<file path="config.mk">
export PLATFORM = sky130hd
export DESIGN_NAME = mem_arbiter
export DESIGN_NICKNAME = d
export VERILOG_FILES = /design/src/rtl/mem_arbiter_pkg.sv /design/src/rtl/mem_arbiter_pick.sv /design/src/rtl/mem_arbiter.sv
export SDC_FILE = /design/constraint.sdc
export NUM_CORES = 1
export LEC_CHECK = 0
export CELL_PAD_IN_SITES_DETAIL_PLACEMENT = 2
export CELL_PAD_IN_SITES_GLOBAL_PLACEMENT = 2
export CORE_AREA = 5 5 159 161
export DETAILED_ROUTE_END_ITERATION = 12
export DIE_AREA = 0 0 164 166
export GPL_ROUTABILITY_DRIVEN = 1
export PLACE_DENSITY_LB_ADDON = 0.3
export SETUP_SLACK_MARGIN = 0.2
export SKIP_LAST_GASP = 1
export SYNTH_ARGS = -nofsm -noshare
export SYNTH_HDL_FRONTEND = slang
export SYNTH_HIERARCHICAL = 1
export SYNTH_SLANG_ARGS = --single-unit
</file>
<file path="constraint.sdc">
create_clock -name clk -period 5.35 [get_ports clk]
set_input_delay 0.8025 -clock clk [delete_from_list [all_inputs] [get_ports clk]]
set_output_delay 0.8025 -clock clk [all_outputs]
set_load 0.03 [all_outputs]
</file>
<file path="src/rtl/mem_arbiter_pkg.sv">
// Shared types for the unified-memory arbiter.
// Owner/state encodings and counter widths.
package wjbot_riscv;

  localparam int RUN_W = 4;
  localparam int TMO_W = 8;

  typedef enum logic [1:0] {
    ARB_IDLE,
    ARB_ACCESS,
    ARB_RESP
  } arbstate_t;

  typedef enum logic {
    OWN_CORE,
    OWN_DMA
  } arbowner_t;

endpackage

</file>
<file path="src/rtl/mem_arbiter_pick.sv">
// Winner selection between core and DMA requesters.
// Core wins unless DMA waits and the core run limit is hit.
module arb_pick
  import wjbot_riscv::*;
(
  input  logic             c_req_i,
  input  logic             d_req_i,
  input  logic [RUN_W-1:0] run_cnt_i,
  input  logic [RUN_W-1:0] max_run_i,
  output arbowner_t        winner_o
);

  always_comb begin
    winner_o = OWN_CORE;
    if (d_req_i && (!c_req_i || run_cnt_i == max_run_i)) begin
      winner_o = OWN_DMA;
    end
  end

endmodule

</file>
<file path="src/rtl/mem_arbiter.sv">
// Two-port arbiter in front of the unified core memory.
// IDLE -> ACCESS -> RESP, registered outputs, timeout abort.
module mem_arbiter
  import wjbot_riscv::*;
#(
  parameter int ADDR_W       = 32,
  parameter int DATA_W       = 32,
  parameter int MAX_CORE_RUN = 4,
  parameter int TIMEOUT      = 64
) (
  input  logic              clk,
  input  logic              reset,
  input  logic              c_req,
  input  logic              c_we,
  input  logic [ADDR_W-1:0] c_addr,
  input  logic [DATA_W-1:0] c_wdata,
  output logic              c_ack,
  output logic [DATA_W-1:0] c_rdata,
  input  logic              d_req,
  input  logic              d_we,
  input  logic [ADDR_W-1:0] d_addr,
  input  logic [DATA_W-1:0] d_wdata,
  output logic              d_ack,
  output logic [DATA_W-1:0] d_rdata,
  output logic              mem_req,
  output logic              mem_we,
  output logic [ADDR_W-1:0] mem_addr,
  output logic [DATA_W-1:0] mem_wdata,
  input  logic              mem_ack,
  input  logic [DATA_W-1:0] mem_rdata,
  output logic              err
);

  localparam logic [RUN_W-1:0] RUN_MAX = RUN_W'(MAX_CORE_RUN);
  localparam logic [TMO_W-1:0] TMO_END = TMO_W'(TIMEOUT);

  arbstate_t         state_q, state_d;
  arbowner_t         owner_q, owner_d;
  arbowner_t         winner;
  logic [RUN_W-1:0]  run_q, run_d;
  logic [TMO_W-1:0]  tmo_q, tmo_d;
  logic              mreq_q, mreq_d;
  logic              mwe_q, mwe_d;
  logic [ADDR_W-1:0] maddr_q, maddr_d;
  logic [DATA_W-1:0] mwdata_q, mwdata_d;
  logic              cack_q, cack_d;
  logic              dack_q, dack_d;
  logic [DATA_W-1:0] crdata_q, crdata_d;
  logic [DATA_W-1:0] drdata_q, drdata_d;
  logic              err_q, err_d;
  logic              rsp_v;
  logic              rsp_err;
  logic [DATA_W-1:0] rsp_data;

  arb_pick u_pick (
    .c_req_i   (c_req),
    .d_req_i   (d_req),
    .run_cnt_i (run_q),
    .max_run_i (RUN_MAX),
    .winner_o  (winner)
  );

  always_comb begin
    state_d  = state_q;
    owner_d  = owner_q;
    run_d    = run_q;
    tmo_d    = tmo_q;
    mreq_d   = 1'b0;
    mwe_d    = mwe_q;
    maddr_d  = maddr_q;
    mwdata_d = mwdata_q;
    rsp_v    = 1'b0;
    rsp_err  = 1'b0;
    rsp_data = '0;
    unique case (state_q)
      ARB_IDLE: begin
        if (c_req || d_req) begin
          state_d = ARB_ACCESS;
          mreq_d  = 1'b1;
          owner_d = winner;
          tmo_d   = '0;
          if (winner == OWN_DMA) begin
            mwe_d    = d_we;
            maddr_d  = d_addr;
            mwdata_d = d_wdata;
            run_d    = '0;
          end else begin
            mwe_d    = c_we;
            maddr_d  = c_addr;
            mwdata_d = c_wdata;
            if (!d_req) run_d = '0;
            else if (run_q != RUN_MAX) run_d = run_q + 1'b1;
          end
        end
      end
      ARB_ACCESS: begin
        mreq_d = 1'b1;
        if (mem_ack) begin
          state_d  = ARB_RESP;
          mreq_d   = 1'b0;
          rsp_v    = 1'b1;
          rsp_data = mwe_q ? '0 : mem_rdata;
        end else begin
          tmo_d = tmo_q + 1'b1;
          // abort: deliver zero data flagged as error
          if (tmo_d == TMO_END) begin
            state_d = ARB_RESP;
            mreq_d  = 1'b0;
            rsp_v   = 1'b1;
            rsp_err = 1'b1;
          end
        end
      end
      ARB_RESP: begin
        state_d = ARB_IDLE;
      end
      default: begin
        state_d = ARB_IDLE;
      end
    endcase
    cack_d   = rsp_v && owner_q == OWN_CORE;
    dack_d   = rsp_v && owner_q == OWN_DMA;
    crdata_d = cack_d ? rsp_data : '0;
    drdata_d = dack_d ? rsp_data : '0;
    err_d    = rsp_v && rsp_err;
  end

  always_ff @(posedge clk) begin
    if (!reset) begin
      state_q  <= ARB_IDLE;
      owner_q  <= OWN_CORE;
      run_q    <= '0;
      tmo_q    <= '0;
      mreq_q   <= 1'b0;
      mwe_q    <= 1'b0;
      maddr_q  <= '0;
      mwdata_q <= '0;
      cack_q   <= 1'b0;
      dack_q   <= 1'b0;
      crdata_q <= '0;
      drdata_q <= '0;
      err_q    <= 1'b0;
    end else begin
      state_q  <= state_d;
      owner_q  <= owner_d;
      run_q    <= run_d;
      tmo_q    <= tmo_d;
      mreq_q   <= mreq_d;
      mwe_q    <= mwe_d;
      maddr_q  <= maddr_d;
      mwdata_q <= mwdata_d;
      cack_q   <= cack_d;
      dack_q   <= dack_d;
      crdata_q <= crdata_d;
      drdata_q <= drdata_d;
      err_q    <= err_d;
    end
  end

  assign mem_req   = mreq_q;
  assign mem_we    = mwe_q;
  assign mem_addr  = maddr_q;
  assign mem_wdata = mwdata_q;
  assign c_ack     = cack_q;
  assign d_ack     = dack_q;
  assign c_rdata   = crdata_q;
  assign d_rdata   = drdata_q;
  assign err       = err_q;

endmodule

</file>
==> impl_metrics.yaml <==
critical_path:
  cpLargestDelayFamily: "compound AO/OA/AOI/OAI gates"
  timing.critical_path.slowest_cell_delay_ps: 790
  worst-path-buf-inv: 2
  critical_path_required_ps: 5670
  setup.reg_to_reg.worst_slack_ps: 2810
  crit_path_start_kind: "input pin"
  worstPathCellList: "clkdlybuf4s50_1 -> a21boi_4 -> buf_12 -> mux2i_1 -> a211oi_1"
  crit_end: "mem_addr[20]"
  top_fanout_value_on_the_critical_path: 49
  worst_r2r_endpoint: "mem_addr[20]"
  r2r_cells: 6
  arrival_ps: 3030
  endpoint_kind: "flip-flop"
  path_class: "in -> reg"
  timing.critical_path.slowest_stage_cell: "sky130_fd_sc_hd__a21boi_4"
  path_depth: 5
  crit_path_from: "d_req"
  regToRegStartpoint: "run_q[2]"
clock_network:
  tritoncts_num_sinks: 148
  cts_htree_levels: 4
  ctsHoldBuffers: 0
  cts.clk_slew.worst_paths_ps: 70
  postCtsSetupRepairBufs: 0
  clock_path_buffers: 2
  cts_inserted_buffers: 17
  cts_tree: "built"
  worst_skew_pair.late_latency_ps: 410
  postCtsResizedCells: 0
  cts-root-buf: "sky130_fd_sc_hd__clkbuf_16"
yosys:
  synth.top_cells.by_area: "sky130_fd_sc_hd__dfxtp_1 53%, sky130_fd_sc_hd__mux2i_1 12%, sky130_fd_sc_hd__a211oi_1 9.0%"
  synth-seq-cells: 148
  synth.distinct_cells: 46
  ys_warn_count: 6
  main_synth_ff_type: "sky130_fd_sc_hd__dfxtp_1"
  synth_enable_flop_cells: 0
  post_synth_instance_area_um2: 5600
  postSynthCellCount: 546
  synth_seq_area_share_pct: 52.9
  share_of_the_synthesized_area_in_the_top_cell_type_pct: 52.9
  async_set_or_reset_register_ratio_after_synthesis_pct: 0
  avgSynthCellArea_um2: 10.3
  synth_area_leader_cell: "sky130_fd_sc_hd__dfxtp_1"
global_routing:
  number_of_global_route_vias_before_repair: 5845
  grt_antenna_before_repair: 0
  grt_pass1_wl_um: 33000
  pin_count_of_the_biggest_net_entering_global_routing: 79
  gr-usage-all-layers_pct: 15.4
  overflow: 0
die:
  starting_density_of_the_core_pct: 23.5
  floorplan.rows: 57
  design.core.area_um2: 23800
  ios: 300
  die-area_um2: 27200
  die_w_um: 164
  die_h_um: 166
placement:
  gp_congestion: 0.781
  dp_cells: 1139
  placement.cell_area_um2: 8880
  placement.setup.worst_slack_ps: 2140
  place.detailed.hpwl_um: 16800
  numPortBuffers: 299
sta:
  grt_setup_unrepaired: "no"
  worst_slew_pin_slew_ps: 961
  report.final.setup_viol: 0
  timing_max_transition_violations_final: 0
  fin_ws_ps: 2650
  post-route-min-period_ps: 2700
  fraction_of_the_cycle_the_final_worst_path_needs_pct: 50.5
  final.setup.tns_ps: 0
  timing.max_slew.rel_slack_pct: 35.8
  timing.final.hold_violations: 0
  clock-skew-final_ps: 9.75
  clock.fmax_mhz: 370
  holdWs_ps: 504
pwr:
  power.switching_fraction_pct: 30.6
  pwr_density_cell_nw_per_um2: 317
  power.share.clock_pct: 39.5
  power.sequential.fraction_pct: 40.2
  vdd.ir_drop.worst_mv: 0.166
  power_switching_uw: 920
  internal-power_uw: 2090
  power.combinational.fraction_pct: 20.3
  p_leak_uw: 0.00350
detailed_routing:
  antenna_left: 0
  drt_wl_total_um: 21400
  routedWlPerCell_um: 18.3
  initialDrtViolationCount: 115
  via_per_inst: 4.43
  vias: 5191
  detailedRoute.firstPassIterationCount: 4
  drc_errors: 0
finish:
  finalNonFillerCells: 1171
  final_net_count: 1004
  drive_gt1_share_pct: 5.67
  final_common_cell: "sky130_fd_sc_hd__clkdlybuf4s50_1"
  post-route-cell-area_um2: 9470
  filler_cell_count: 2604
  antenna_cells: 0
  highest_count_cells_in_the_layout_ignoring_fill_and_taps: "299 x sky130_fd_sc_hd__clkdlybuf4s50_1, 148 x sky130_fd_sc_hd__dfxtp_1, 76 x sky130_fd_sc_hd__nor2_1, 67 x sky130_fd_sc_hd__a211oi_1, 66 x sky130_fd_sc_hd__and2_1"
  area_growth_from_synthesis_to_layout_pct: 69.1
flow_run:
  maxCapViolations: 0
outcome:
  status: "complete, no violations"
hold_path:
  holdCritPathClass: "reg -> reg"
## registers in the layout (all words and copies together) (netlist names), 2 cells and up
signal / count
tmo_q: 8
state_q: 2
d_rdata: 32
c_rdata: 32
mem_wdata: 32
mem_addr: 32
run_q: 4
## area by class of cell
class	instances	area (um2)	area share [%]
Clock buffer	17	425	4.49
Clock inverter	15	166	1.76
Inverter	6	22.5	0.238
Multi-Input combinational cell	356	2440	25.7
Sequential cell	148	2960	31.3
Tap cell	324	405	4.28
Timing Repair Buffer	305	3050	32.2
## through the flow
stage / power, uW / utilization [%]
finish: 3010 / 39.8
global route: 3150 / 39.8
CTS: 3070 / 39.8
detailed placement: 1860 / 37.3
global placement: 1830 / 37.3
floorplan: 1540 / -
## synth_stat cells, types with 4 or more instances
cell type and instances:
sky130_fd_sc_hd__clkbuf_1 8, sky130_fd_sc_hd__inv_1 5, sky130_fd_sc_hd__dfxtp_1 148, sky130_fd_sc_hd__a211oi_1 67, sky130_fd_sc_hd__o21ai_0 6, sky130_fd_sc_hd__nand3_1 4, sky130_fd_sc_hd__and2_1 66, sky130_fd_sc_hd__nand2_1 8
sky130_fd_sc_hd__xnor2_1 4, sky130_fd_sc_hd__clkbuf_2 7, sky130_fd_sc_hd__mux2i_1 65, sky130_fd_sc_hd__buf_2 18, sky130_fd_sc_hd__a21oi_1 10, sky130_fd_sc_hd__a311oi_1 4, sky130_fd_sc_hd__nor2_1 76
## layer usage
metal / vias up / GRT usage [%] / part of all wire [%] / wire length [um]
met4: 0 / 3.57 / 0.94 / 201
met1: 2488 / 16.7 / 38 / 8160
met5: - / 0 / 0 / 0
met2: 214 / 26.7 / 50 / 10700
li1: 2477 / - / - / -
met3: 12 / 7.72 / 11 / 2360
## kinds of logic after synthesis
family	synth area share [%]
AND/OR/NAND/NOR	17.1
flip-flops	52.9
AO/OA/AOI/OAI	12.8
multiplexers	11.8
buffers and inverters	3.98
XOR/XNOR	0.625
adder cells (fa/ha/maj)	0.670
other	0.134
## worst reg2reg max path, stage by stage (launching register included)
cell and delay [ps]:
sky130_fd_sc_hd__dfxtp_1 430, sky130_fd_sc_hd__xnor2_1 150, sky130_fd_sc_hd__nand4_1 200, sky130_fd_sc_hd__a21boi_4 790
sky130_fd_sc_hd__buf_12 380, sky130_fd_sc_hd__mux2i_1 220, sky130_fd_sc_hd__a211oi_1 270
## power by group through the flow
stage	clock, uW	combinational (uW)	sequential, uW
after floorplan	0	183	1350
after detailed placement	0	620	1240
after global routing	1280	654	1220
after global placement	0	602	1230
after CTS	1240	623	1210
final	1190	610	1210
## worst min path at each step
stage / startpoint / endpoint / slack, ps / cells after the start
floorplan: run_q[3] / run_q[3] / 480 / 2
global placement: mem_addr[14] / mem_addr[14] / 490 / 2
detailed placement: mem_addr[24] / mem_addr[24] / 500 / 2
CTS: mem_addr[30] / mem_addr[30] / 510 / 2
global route: mem_addr[15] / mem_addr[15] / 530 / 2
finish: mem_addr[30] / mem_addr[30] / 500 / 2
No activity file was read; power rests on OpenSTA's default activity.
